<file path="config.mk">
export PLATFORM = sky130hd
export DESIGN_NAME = icache_refill_ctrl_flat
export DESIGN_NICKNAME = d
export VERILOG_FILES = /design/src/rtl/icache_refill_ctrl_pkg.sv /design/src/rtl/icache_refill_ctrl_if.sv /design/src/rtl/icache_refill_ctrl.sv /design/src/flat_wrapper.sv
export SDC_FILE = /design/constraint.sdc
export NUM_CORES = 1
export LEC_CHECK = 0
export BUFFER_PORTS_ARGS = -buffer_cell sky130_fd_sc_hd__buf_2
export CORE_MARGIN = 10
export CORE_UTILIZATION = 23
export DETAILED_ROUTE_END_ITERATION = 6
export GPL_TIMING_DRIVEN = 1
export PLACE_DENSITY = 0.47
export SYNTH_ARGS = -nofsm -noshare
export SYNTH_HDL_FRONTEND = slang
export SYNTH_SLANG_ARGS = --single-unit
export TNS_END_PERCENT = 5
</file>
<file path="constraint.sdc">
create_clock -name clk_i -period 2.5 [get_ports clk_i]
set_input_delay 0.25 -clock clk_i [delete_from_list [all_inputs] [get_ports clk_i]]
set_output_delay 0.25 -clock clk_i [all_outputs]
set_load 0.02 [all_outputs]
</file>
<file path="src/rtl/icache_refill_ctrl_pkg.sv">
// Shared types and geometry constants for the instruction-cache refill controller.
package icache_pkg;

  localparam int ADDR_W     = 32;
  localparam int DATA_W     = 32;
  localparam int WORDS      = 4;
  localparam int IDX_SIZE   = 6;
  localparam int LINE_BYTES = WORDS * DATA_W / 8;
  localparam int OFF_W      = $clog2(LINE_BYTES);
  localparam int WORD_IDX_W = $clog2(WORDS);
  localparam int TAG_W      = ADDR_W - IDX_SIZE - OFF_W;

  typedef enum logic [1:0] {
    IDLE = 2'd0,
    REQ  = 2'd1,
    BEAT = 2'd2,
    DONE = 2'd3
  } refill_state_e;

endpackage

</file>
<file path="src/rtl/icache_refill_ctrl_if.sv">
// Fetch-miss, memory read and cache-array write signals of the refill controller.
interface icache_refill_ctrl_if #(
  parameter int ADDR_W   = 32,
  parameter int DATA_W   = 32,
  parameter int WORDS    = 4,
  parameter int idx_size = 6
);
  localparam int OFF_W      = $clog2(WORDS * DATA_W / 8);
  localparam int WORD_IDX_W = $clog2(WORDS);
  localparam int TAG_W      = ADDR_W - idx_size - OFF_W;

  logic                  miss_i;
  logic                  miss_next_i;
  logic [ADDR_W-1:0]     miss_addr_i;
  logic                  mem_req_o;
  logic [ADDR_W-1:0]     mem_addr_o;
  logic                  mem_gnt_i;
  logic                  mem_valid_i;
  logic [DATA_W-1:0]     mem_rdata_i;
  logic                  instr_write_start_o;
  logic                  write_o;
  logic [idx_size-1:0]   idx_o;
  logic [TAG_W-1:0]      tag_o;
  logic [WORD_IDX_W-1:0] word_off_o;
  logic [DATA_W-1:0]     wdata_o;
  logic                  refill_done_o;
  logic                  busy_o;

  modport master (
    input  miss_i, miss_next_i, miss_addr_i, mem_gnt_i, mem_valid_i, mem_rdata_i,
    output mem_req_o, mem_addr_o, instr_write_start_o, write_o, idx_o, tag_o,
           word_off_o, wdata_o, refill_done_o, busy_o
  );

  modport slave (
    output miss_i, miss_next_i, miss_addr_i, mem_gnt_i, mem_valid_i, mem_rdata_i,
    input  mem_req_o, mem_addr_o, instr_write_start_o, write_o, idx_o, tag_o,
           word_off_o, wdata_o, refill_done_o, busy_o
  );

endinterface

</file>
<file path="src/rtl/icache_refill_ctrl.sv">
// Instruction-cache miss handler: fetches a line (and optionally the next one)
// from memory and streams its beats into the cache data/tag arrays.
//
// state | meaning
// IDLE  | waiting for a fetch miss; line address captured on miss
// REQ   | line read request held until memory grants it
// BEAT  | collecting data beats, one array write per valid beat
// DONE  | line complete; chain to the next line if it also missed
module icache_refill_ctrl
  import icache_pkg::*;
#(
  parameter int ADDR_W   = icache_pkg::ADDR_W,
  parameter int DATA_W   = icache_pkg::DATA_W,
  parameter int WORDS    = icache_pkg::WORDS,
  parameter int idx_size = icache_pkg::IDX_SIZE
) (
  input  logic                 clk_i,
  input  logic                 rst_ni,
  icache_refill_ctrl_if.master bus
);

  localparam int L_LINE_BYTES = WORDS * DATA_W / 8;
  localparam int L_OFF_W      = $clog2(L_LINE_BYTES);
  localparam int L_WORD_IDX_W = $clog2(WORDS);
  localparam int L_TAG_W      = ADDR_W - idx_size - L_OFF_W;

  localparam logic [ADDR_W-1:0]       LINE_INC  = ADDR_W'(L_LINE_BYTES);
  localparam logic [ADDR_W-1:0]       OFF_MASK  = ADDR_W'(L_LINE_BYTES - 1);
  localparam logic [L_WORD_IDX_W-1:0] LAST_BEAT = L_WORD_IDX_W'(WORDS - 1);

  refill_state_e           state_q, state_d;
  logic [L_WORD_IDX_W-1:0] beat_cnt_q;
  logic [ADDR_W-1:0]       line_addr_q;
  logic                    pending_next_q;
  logic                    beat_fire;
  logic                    line_out;

  assign beat_fire = (state_q == BEAT) && bus.mem_valid_i;
  assign line_out  = (state_q == BEAT) || (state_q == DONE);

  always_ff @(posedge clk_i or negedge rst_ni) begin
    if (!rst_ni) state_q <= IDLE;
    else         state_q <= state_d;
  end

  always_comb begin
    state_d                 = state_q;
    bus.mem_req_o           = 1'b0;
    bus.mem_addr_o          = '0;
    bus.write_o             = 1'b0;
    bus.instr_write_start_o = 1'b0;
    bus.word_off_o          = '0;
    bus.wdata_o             = '0;
    bus.refill_done_o       = 1'b0;
    bus.busy_o              = (state_q != IDLE);
    bus.idx_o               = '0;
    bus.tag_o               = '0;

    if (line_out) begin
      bus.idx_o = line_addr_q[L_OFF_W +: idx_size];
      bus.tag_o = line_addr_q[ADDR_W-1 -: L_TAG_W];
    end

    unique case (state_q)
      IDLE: if (bus.miss_i) state_d = REQ;
      REQ: begin
        bus.mem_req_o  = 1'b1;
        bus.mem_addr_o = line_addr_q;
        if (bus.mem_gnt_i) state_d = BEAT;
      end
      BEAT: begin
        if (beat_fire) begin
          bus.write_o             = 1'b1;
          bus.instr_write_start_o = (beat_cnt_q == '0);
          bus.word_off_o          = beat_cnt_q;
          bus.wdata_o             = bus.mem_rdata_i;
          if (beat_cnt_q == LAST_BEAT) state_d = DONE;
        end
      end
      DONE: begin
        bus.refill_done_o = 1'b1;
        state_d           = pending_next_q ? REQ : IDLE;
      end
      default: state_d = IDLE;
    endcase
  end

  // Next-line address uses full-width wrap so idx 63 rolls into tag+1 and the top line wraps to 0.
  always_ff @(posedge clk_i or negedge rst_ni) begin
    if (!rst_ni) begin
      beat_cnt_q     <= '0;
      line_addr_q    <= '0;
      pending_next_q <= 1'b0;
    end else begin
      unique case (state_q)
        IDLE: if (bus.miss_i) begin
          line_addr_q    <= bus.miss_addr_i & ~OFF_MASK;
          pending_next_q <= bus.miss_next_i;
        end
        REQ:  if (bus.mem_gnt_i) beat_cnt_q <= '0;
        BEAT: if (beat_fire) beat_cnt_q <= beat_cnt_q + 1'b1;
        DONE: if (pending_next_q) begin
          line_addr_q    <= line_addr_q + LINE_INC;
          pending_next_q <= 1'b0;
        end
        default: ;
      endcase
    end
  end

endmodule

</file>
<file path="src/flat_wrapper.sv">
// flat-port wrapper written by rule: the top's interface ports become plain ports
module icache_refill_ctrl_flat import icache_pkg::*;
#(
  parameter int ADDR_W   = icache_pkg::ADDR_W,
  parameter int DATA_W   = icache_pkg::DATA_W,
  parameter int WORDS    = icache_pkg::WORDS,
  parameter int idx_size = icache_pkg::IDX_SIZE
)
  (clk_i, rst_ni, bus_miss_i, bus_miss_next_i, bus_miss_addr_i, bus_mem_gnt_i, bus_mem_valid_i, bus_mem_rdata_i, bus_mem_req_o, bus_mem_addr_o, bus_instr_write_start_o, bus_write_o, bus_idx_o, bus_tag_o, bus_word_off_o, bus_wdata_o, bus_refill_done_o, bus_busy_o);
  icache_refill_ctrl_if #(.ADDR_W(ADDR_W), .DATA_W(DATA_W), .WORDS(WORDS), .idx_size(idx_size)) bus_i ();
  input  logic clk_i;
  input  logic rst_ni;
  input wire logic [$bits(bus_i.miss_i)-1:0] bus_miss_i;
  input wire logic [$bits(bus_i.miss_next_i)-1:0] bus_miss_next_i;
  input wire logic [$bits(bus_i.miss_addr_i)-1:0] bus_miss_addr_i;
  input wire logic [$bits(bus_i.mem_gnt_i)-1:0] bus_mem_gnt_i;
  input wire logic [$bits(bus_i.mem_valid_i)-1:0] bus_mem_valid_i;
  input wire logic [$bits(bus_i.mem_rdata_i)-1:0] bus_mem_rdata_i;
  output wire logic [$bits(bus_i.mem_req_o)-1:0] bus_mem_req_o;
  output wire logic [$bits(bus_i.mem_addr_o)-1:0] bus_mem_addr_o;
  output wire logic [$bits(bus_i.instr_write_start_o)-1:0] bus_instr_write_start_o;
  output wire logic [$bits(bus_i.write_o)-1:0] bus_write_o;
  output wire logic [$bits(bus_i.idx_o)-1:0] bus_idx_o;
  output wire logic [$bits(bus_i.tag_o)-1:0] bus_tag_o;
  output wire logic [$bits(bus_i.word_off_o)-1:0] bus_word_off_o;
  output wire logic [$bits(bus_i.wdata_o)-1:0] bus_wdata_o;
  output wire logic [$bits(bus_i.refill_done_o)-1:0] bus_refill_done_o;
  output wire logic [$bits(bus_i.busy_o)-1:0] bus_busy_o;
  assign bus_i.miss_i = bus_miss_i;
  assign bus_i.miss_next_i = bus_miss_next_i;
  assign bus_i.miss_addr_i = bus_miss_addr_i;
  assign bus_i.mem_gnt_i = bus_mem_gnt_i;
  assign bus_i.mem_valid_i = bus_mem_valid_i;
  assign bus_i.mem_rdata_i = bus_mem_rdata_i;
  assign bus_mem_req_o = bus_i.mem_req_o;
  assign bus_mem_addr_o = bus_i.mem_addr_o;
  assign bus_instr_write_start_o = bus_i.instr_write_start_o;
  assign bus_write_o = bus_i.write_o;
  assign bus_idx_o = bus_i.idx_o;
  assign bus_tag_o = bus_i.tag_o;
  assign bus_word_off_o = bus_i.word_off_o;
  assign bus_wdata_o = bus_i.wdata_o;
  assign bus_refill_done_o = bus_i.refill_done_o;
  assign bus_busy_o = bus_i.busy_o;
  icache_refill_ctrl #(.ADDR_W(ADDR_W), .DATA_W(DATA_W), .WORDS(WORDS), .idx_size(idx_size)) u_core (.clk_i(clk_i), .rst_ni(rst_ni), .bus(bus_i));
endmodule
</file>
# Word-level counts from Yosys, hierarchy flattened
# Index checks and enable logic that the tools add are counted.
dict set report classes {
  addsub 2
  eq_ne 9
  mux 27
  reduce_logical 11
}
# operator n
set ops {}
lappend ops {{32-bit two-way mux} 5}
lappend ops {{32-bit case mux with 2 select lines} 1}
lappend ops {{32-bit by 5-bit adder with 32-bit output (second input constant)} 1}
lappend ops {{22-bit two-way mux} 1}
lappend ops {{2-bit two-way mux} 8}
lappend ops {{1-bit two-way mux} 8}
lappend ops {{2-bit case mux with 4 select lines} 1}
lappend ops {{2-bit equality test (second input constant)} 3}
lappend ops {{6-bit two-way mux} 1}
lappend ops {{2-bit != test (second input constant)} 3}
lappend ops {{3-bit AND reduction} 2}
lappend ops {{2-bit nonzero test} 3}
lappend ops {{2-bit zero test} 2}
lappend ops {{2-bit by 1-bit != test with 1-bit output (second input constant)} 2}
lappend ops {{2-bit case mux with 2 select lines} 1}
lappend ops {{4-bit AND reduction} 1}
lappend ops {{2-bit by 1-bit adder with 2-bit output (second input constant)} 1}
lappend ops {{2-bit by 1-bit equality test with 1-bit output (second input constant)} 1}
lappend ops {{1-bit case mux with 2 select lines} 1}
lappend ops {{2-bit AND reduction} 1}
lappend ops {{1-bit logical AND} 1}
lappend ops {{1-bit logical OR} 1}
dict set report totals {
  register_bits 37
  word_cells 53
}

# Depth between registers and ports, before layout
# Gate-level depths: netlist of the first run.
dict set report logic_depth {
  ltp_word 4
  ltp_mapped 8
}

# Worst setup path before layout of the first run
# No wires, ideal clock.
dict set report synth_path {
  kind {register to register}
  start {reg u_core.state_q[0]}
  end {reg u_core.line_addr_q[21]}
  setup_ps 137
  arrival_time_ps 1821
  required_ps 2363
  setup_slack_ps 542
  path_stages_with_launch 9
  n_path_buf 2
  synth_period_minus_slack_ps 1958
  path_cell_list {dfrtp_1 > ha_1 > buf_2 > nand2_1 > a21o_1 > buf_1 > nor2_1 > a311oi_1 > a21oi_1}
}
dict set report synth_via {
  elab_chain_len 3
  elab_cells_between_ends 7
  cone_classes {3 x eq/ne; 1 x mux; 3 x reduce/logical}
}
# item line
set synth_rtl {}
lappend synth_rtl {{from (decl)} icache_refill_ctrl.sv:31} ;# refill_state_e state_q, state_d;
lappend synth_rtl {{from (signal assigned)} icache_refill_ctrl.sv:43} ;# else state_q <= state_d;
lappend synth_rtl {{2-bit equality test or 2-bit zero test (tied branches)} icache_refill_ctrl.sv:95} ;# unique case (state_q)
lappend synth_rtl {{2-bit by 1-bit != test with 1-bit output (no source line) (tied with other cells)} --}
lappend synth_rtl {{3-bit AND reduction (no source line)} --}
lappend synth_rtl {{to (signal assigned)} icache_refill_ctrl.sv:97} ;# line_addr_q <= bus.miss_addr_i & ~OFF_MASK;
lappend synth_rtl {{to (signal assigned)} icache_refill_ctrl.sv:103} ;# line_addr_q <= line_addr_q + LINE_INC;
lappend synth_rtl {{to (decl)} icache_refill_ctrl.sv:33} ;# logic [ADDR_W-1:0] line_addr_q;
# Several ways; a longest one is shown, not always the timed one.
# A chain may end at the register's enable or synchronous reset.

# Final worst setup path of the first run
dict set report layout_path {
  start {reg u_core.state_q[1]}
  end {out bus_mem_addr_o[16]}
}
dict set report layout_via {
  elab_chain_len 2
}
# item line
set layout_rtl {}
lappend layout_rtl {{2-bit by 1-bit equality test with 1-bit output} icache_refill_ctrl.sv:64} ;# unique case (state_q)
lappend layout_rtl {{32-bit two-way mux} icache_refill_ctrl.sv:64}
lappend layout_rtl {{to (decl)} flat_wrapper.sv:20} ;# output wire logic [$bits(bus_i.mem_addr_o)-1:0] bus_mem_addr_o;
# No other way between the ends.

==> impl_metrics.toml, run 1 <==
[global_routing]
grt_pass1_vias = 3243
grt_overflow_total = 0
grt_use_total = 0.128
use_met1 = 0.163
antenna_found_initial = 0
grt_max_degree = 42
gr-usage-met2 = 0.220
grt_use_met3 = 0.0274
grt_pass1_wl_microns = 17700
busiest_layer = "met2"

[clock_tree]
cts_tree = "built"
clock_latency_ns = 0.28
clk_pin_slew_ns = 0.06
cts_buffers = 5
cts-root-buf = "clkbuf_16"
clk_path_buf_depth = 2
post-cts-setup-buffers = 0
h-tree-depth = 2
cts.sinks = 33

[setup_path]
start_kind = "register"
crit_chain = "inv_1, ha_1, buf_4, and2_1, buf_2"
crit_buf_inv = 3
cp.required_ns = 2.25
critPathSlowestCell = "ha_1"
critical_path_class = "reg2out"
critPathMaxFanout = 19
endpoint_kind = "output port"
r2r_start = "u_core.state_q[0]"
cpPeakStageDelay_ns = 0.45
crit_family = "buffers and inverters"
crit_start = "u_core.state_q[1]"
arrival_ns = 1.85

[sta]
fin_crit_ns = 2.10
fin_worst_skew_ns = 0.00555
whs_ns = 0.0592
fmaxAchievable_ghz = 0.476
rsz0062_at_grt = "no"
final_hold_viol_count = 0
fin_crit_sh = 0.840
setup_tns_ns = 0
setup_viol = 0
slew_violations = 0
relSlewSlack = 0.469
setup_ws_ns = 0.399
worst_pin_slew_ns = 0.796

[placed_design]
place_congestion = 0.780
pre_cts_slack_ns = 0.231
dp_hpwl_microns = 8810
port-buffer-count = 160

[synthesis]
synth_area_sq_mm = 0.00284
ys_warn_count = 0
synth-edff-count = 0
synth_ff_type = "dfrtp_1"
ys_seq_elements = 33
synthDistinctLibCells = 44
avgSynthCellArea_sq_um = 7.62
seq_area_frac_synth = 0.291
syn_inst = 372
async_flop_share = 1.00

[drt]
routedWlPerCell_microns = 16.4
avgViaCountPerCell = 4.73
drc_errors = 0
vias = 3265
routed_wl_microns = 11400
antenna_left = 0
drt_iter0_markers = 197
dr.pass1.iters = 4

[floorplanning]
core_sq_mm = 0.0121
fp.dieH_microns = 131
dieArea_sq_mm = 0.0172
die_w_microns = 131
start_util = 0.235
rows = 40
pin_count = 169

[pwr]
cellLeakagePower_nw = 2.07
power_density_mw_per_mm2 = 1400
peakVddDrop_mv = 0.581

[finish]
n_antenna_cell = 0
drive_above_1_share = 0.361
fill_cells = 1280
fin_nets = 600
area_delta_synth_final_pct = 40.2

[run_status]
outcome = "completed"

[min_path]
hold_class = "in2async"

[job]
maxCapViolations = 0
[synth_stat cells, types with 2 or more instances]
cell,n,area [sq um]
a21oi_1,26,130
a311oi_1,6,52.6
ha_1,8,100
or3_1,6,37.5
nor2_1,18,67.6
nand3_2,2,20.0
nor4_1,2,12.5
and3_1,39,244
nor3_1,5,25.0
buf_4,5,37.5
a211o_1,2,17.5
nand2_1,32,120
mux2i_1,5,50.1
a221o_1,2,20.0
nand4_1,6,37.5
a22o_1,2,17.5
nand2b_1,4,25.0
and2_1,32,200
buf_2,3,15.0
a2bb2oi_1,8,70.1
and4_1,2,17.5
inv_1,9,33.8
clkbuf_1,19,71.3
nor2b_1,27,169
o21a_1,2,15.0
o22a_1,3,26.3
a31oi_1,3,18.8
buf_1,5,18.8
o21ai_0,18,90.1
nand3_1,14,70.1
o22ai_1,12,75.1
dfrtp_1,33,826
[registers in the layout, summed over array words and instances (netlist names)]
register,flops
u_core.line_addr_q,28
u_core.beat_cnt_q,2
u_core.state_q,2
u_core.pending_next_q,1
[logic make-up after synthesis]
family,after synthesis,synth area share
simple gates,193,0.386
compound gates,90,0.205
buf+inv,42,0.0635
flops,33,0.291
fa+ha+maj,8,0.0353
mux,5,0.0177
other cells,1,0.00132
[final timing paths]
kind | end | slack, ns | depth (start not counted)
hold reg to reg | u_core.pending_next_q | 0.56 | 2
min in group clk_i | u_core.line_addr_q[16] | 0.21 | 2
max in group asynchronous | u_core.state_q[1] | 1.93 | 1
hold / removal | u_core.line_addr_q[7] | 0.06 | 1
setup / recovery | bus_mem_addr_o[16] | 0.40 | 5
setup reg to reg | u_core.line_addr_q[30] | 0.41 | 7
[timing repair]
item                       CTS  global route
setup endpoints to repair   28             0
hold buffers                 0             0
gates resized for setup      1             0
[placed cells by master (no fill, tap or decap), drive strengths merged, types with 17 or more instances in the layout]
cell type,instances
and3,39
nand2,32
a21oi,26
and2,32
o21ai,18
dfrtp,33
nor2b,27
nand3,17
nor2,18
buf,172
[cell type report]
cell class | instances | area (sq um) | share of cell area
Multi-Input combinational cell | 300 | 1850 | 0.466
Timing Repair Buffer | 172 | 891 | 0.224
Sequential cell | 33 | 826 | 0.208
Tap cell | 168 | 210 | 0.0529
Clock buffer | 7 | 153 | 0.0384
Inverter | 10 | 37.5 | 0.00944
Clock inverter | 1 | 5.00 | 0.00126
[where the power goes]
part           leakage [nW]  switching, mW  internal [mW]
registers             0.379          0.418          0.806
logic                  1.61           2.32           1.39
clock network        0.0799          0.234          0.422
[metrics by stage]
| step | cell area [sq um] | total power [mW] | cells | util |
|---|---|---|---|---|
| after floorplan | 2850 | 3.70 | 375 | - |
| after global placement | 3810 | 4.93 | 683 | 0.316 |
| after detailed placement | 3810 | 4.99 | 683 | 0.316 |
| after CTS | 3980 | 5.67 | 691 | 0.330 |
| after global routing | 3980 | 6.10 | 691 | 0.330 |
| final | 3980 | 5.58 | 691 | 0.330 |
[metal layers]
layer,share of wire,vias to the layer above
met1,0.43,1536
li1,-,1627
met5,0,-
met4,0.0092,0
met3,0.057,8
met2,0.50,94
(Power assumes the default switching activity.)
==> run 2, diff against run 1 <==
--- a/config.mk
+++ b/config.mk
@@ -10,7 +10,7 @@
 export CORE_UTILIZATION = 23
 export DETAILED_ROUTE_END_ITERATION = 6
 export GPL_TIMING_DRIVEN = 1
-export PLACE_DENSITY = 0.47
+export PLACE_DENSITY = 0.49
 export SYNTH_ARGS = -nofsm -noshare
 export SYNTH_HDL_FRONTEND = slang
 export SYNTH_SLANG_ARGS = --single-unit
==> constraint.sdc (replaced) <==
create_clock -name clk_i -period 1.8 [get_ports clk_i]
set_input_delay 0.18 -clock clk_i [delete_from_list [all_inputs] [get_ports clk_i]]
set_output_delay 0.18 -clock clk_i [all_outputs]
set_load 0.02 [all_outputs]
==> impl_metrics.toml, run 2 (synthesized netlist as in run 1, its figures left out) <==
[run_status]
outcome = "finished with violations"
violations = "negative setup slack"

[drt]
vias = 3478
antenna_left = 0
routedWlPerCell_microns = 17.4
dr.pass1.iters = 4
drt_iter0_markers = 176
drc_errors = 0
avgViaCountPerCell = 4.75
routed_wl_microns = 12700

[finish]
n_antenna_cell = 0
reg_top3 = "u_core.line_addr_q (28), u_core.beat_cnt_q (2), u_core.state_q (2)"
fin_nets = 641
area_delta_synth_final_pct = 62.1
largest_reg_flops = 28
postLayoutCellArea_sq_mm = 0.00460
regMostFlops = "u_core.line_addr_q"
mostFrequentLayoutCell = "buf_2"
drive_above_1_share = 0.433
final_cell_mix = "buf_2 (111), buf_4 (89), and3_1 (38), nand2_1 (32)"
stdcell_count = 732
fill_cells = 1259

[floorplanning]
die_w_microns = 131
core_sq_mm = 0.0121
pin_count = 169
fp.dieH_microns = 131
rows = 40
start_util = 0.235
dieArea_sq_mm = 0.0172

[placed_design]
place_congestion = 0.834
dp_hpwl_microns = 9690
dp.cells = 719
port-buffer-count = 160
dpl_cell_area_sq_mm = 0.00410

[setup_path]
r2r_start = "u_core.line_addr_q[17]"
critical_path_class = "reg2reg"
arrival_ns = 1.99
reg2regPathDepth = 5
endpoint_kind = "register"
start_kind = "register"
critPathSlowestCell = "dfrtp_1"
critPathMaxFanout = 4
cpPeakStageDelay_ns = 0.43
crit_chain = "nand4_1, or2_2, or3_1, a21oi_1, a2bb2oi_1"
timing.rr.end = "u_core.line_addr_q[22]"
crit_family = "simple AND/OR/NAND/NOR gates"
r2r_setup_slack_ns = -0.002
crit_buf_inv = 0
cp.required_ns = 1.99

[global_routing]
grt_pass1_vias = 3403
grt_overflow_total = 0
grt_pass1_wl_microns = 18700
grt_use_total = 0.136
grt_max_degree = 42
antenna_found_initial = 0

[min_path]
holdCritStartpoint = "bus_miss_addr_i[18]"
whs_path_depth = 2
hold_class = "in2reg"
hold_end = "u_core.line_addr_q[18]"

[sta]
worst_pin_slew_ns = 0.537
fmaxAchievable_ghz = 0.555
setup_viol = 1
final_hold_viol_count = 0
fin_crit_ns = 1.80
relSlewSlack = 0.642
setup_ws_ns = -0.00228
fin_crit_sh = 1.00
rsz0062_at_grt = "yes"
fin_worst_skew_ns = 0.00531
slew_violations = 0

[pwr]
p_int_mw = 4.58
peakVddDrop_mv = 0.698
fin_total_pwr_mw = 9.11
combPwrFrac = 0.735
seqPwrFrac = 0.174
clkPwrFrac = 0.090
power_switching_share = 0.498
switching_power_mw = 4.53
power_density_mw_per_mm2 = 1980
cellLeakagePower_nw = 2.30

[clock_tree]
h-tree-depth = 2
cts_buffers = 5
clk_pin_slew_ns = 0.05
cts.sinks = 33
cts_tree = "built"
clk_path_buf_depth = 2
clock_latency_ns = 0.28
cts-root-buf = "clkbuf_16"

[job]
maxCapViolations = 0
run 2: cell count changes in the layout (fill, tap and decap cells not counted), sizes merged:
| cell | change |
|---|---|
| clkinv | -1 |
| dlygate4sd3 | +1 |
| buf | +38 |
| clkbuf | +3 |
run 2: layer usage:
layer,vias to the layer above,global-route usage,wire [microns]
li1,1711,-,-
met1,1646,0.166,5150
met2,110,0.242,6630
met3,11,0.0246,849
met4,0,0.0294,122
met5,-,0,0
run 2: what timing repair did:
item,CTS,global route
gates cloned,0,2
setup buffers,0,2
pin swaps,0,3
endpoints found under the hold margin,18,0
hold buffers,1,0
setup endpoints to repair,98,112
resized for setup,16,72
run 2: area by class of cell:
class	count	area (sq um)	share of cell area
Timing Repair Buffer	213	1440	0.312
Clock buffer	8	136	0.0297
Tap cell	168	210	0.0457
Inverter	10	37.5	0.00817
Multi-Input combinational cell	300	1950	0.424
Sequential cell	33	828	0.180
run 2: worst max-delay path by stage:
stage	from	to	slack [ns]	cells after the start
after floorplan	u_core.state_q[0]	bus_tag_o[13]	-0.005	5
after global placement	u_core.state_q[0]	u_core.line_addr_q[31]	-0.01	6
after detailed placement	u_core.state_q[0]	u_core.line_addr_q[31]	-0.02	6
after CTS	u_core.state_q[0]	bus_tag_o[16]	-0.04	6
after global routing	u_core.state_q[0]	u_core.line_addr_q[23]	-0.09	8
final	u_core.line_addr_q[17]	u_core.line_addr_q[22]	-0.002	5
run 2: power groups by stage:
| stage | clock, mW | sequential (mW) | combinational, mW |
|---|---|---|---|
| after global placement | 0 | 1.55 | 5.85 |
| after floorplan | 0 | 1.48 | 3.67 |
| final | 0.823 | 1.59 | 6.70 |
| after detailed placement | 0 | 1.57 | 5.96 |
| after CTS | 0.838 | 1.56 | 6.16 |
| after global routing | 0.877 | 1.65 | 7.27 |
run 2: stage by stage:
stage	worst slack, ns	util	setup TNS, ns	hold WS [ns]
after floorplan	-0.00464	-	-0.0781	-0.116
after global placement	-0.0148	0.340	-0.0148	0.193
after detailed placement	-0.0192	0.340	-0.0485	0.198
after CTS	-0.0407	0.357	-0.479	0.134
after global routing	-0.0876	0.381	-2.56	0.144
final	-0.00228	0.381	-0.00228	0.140
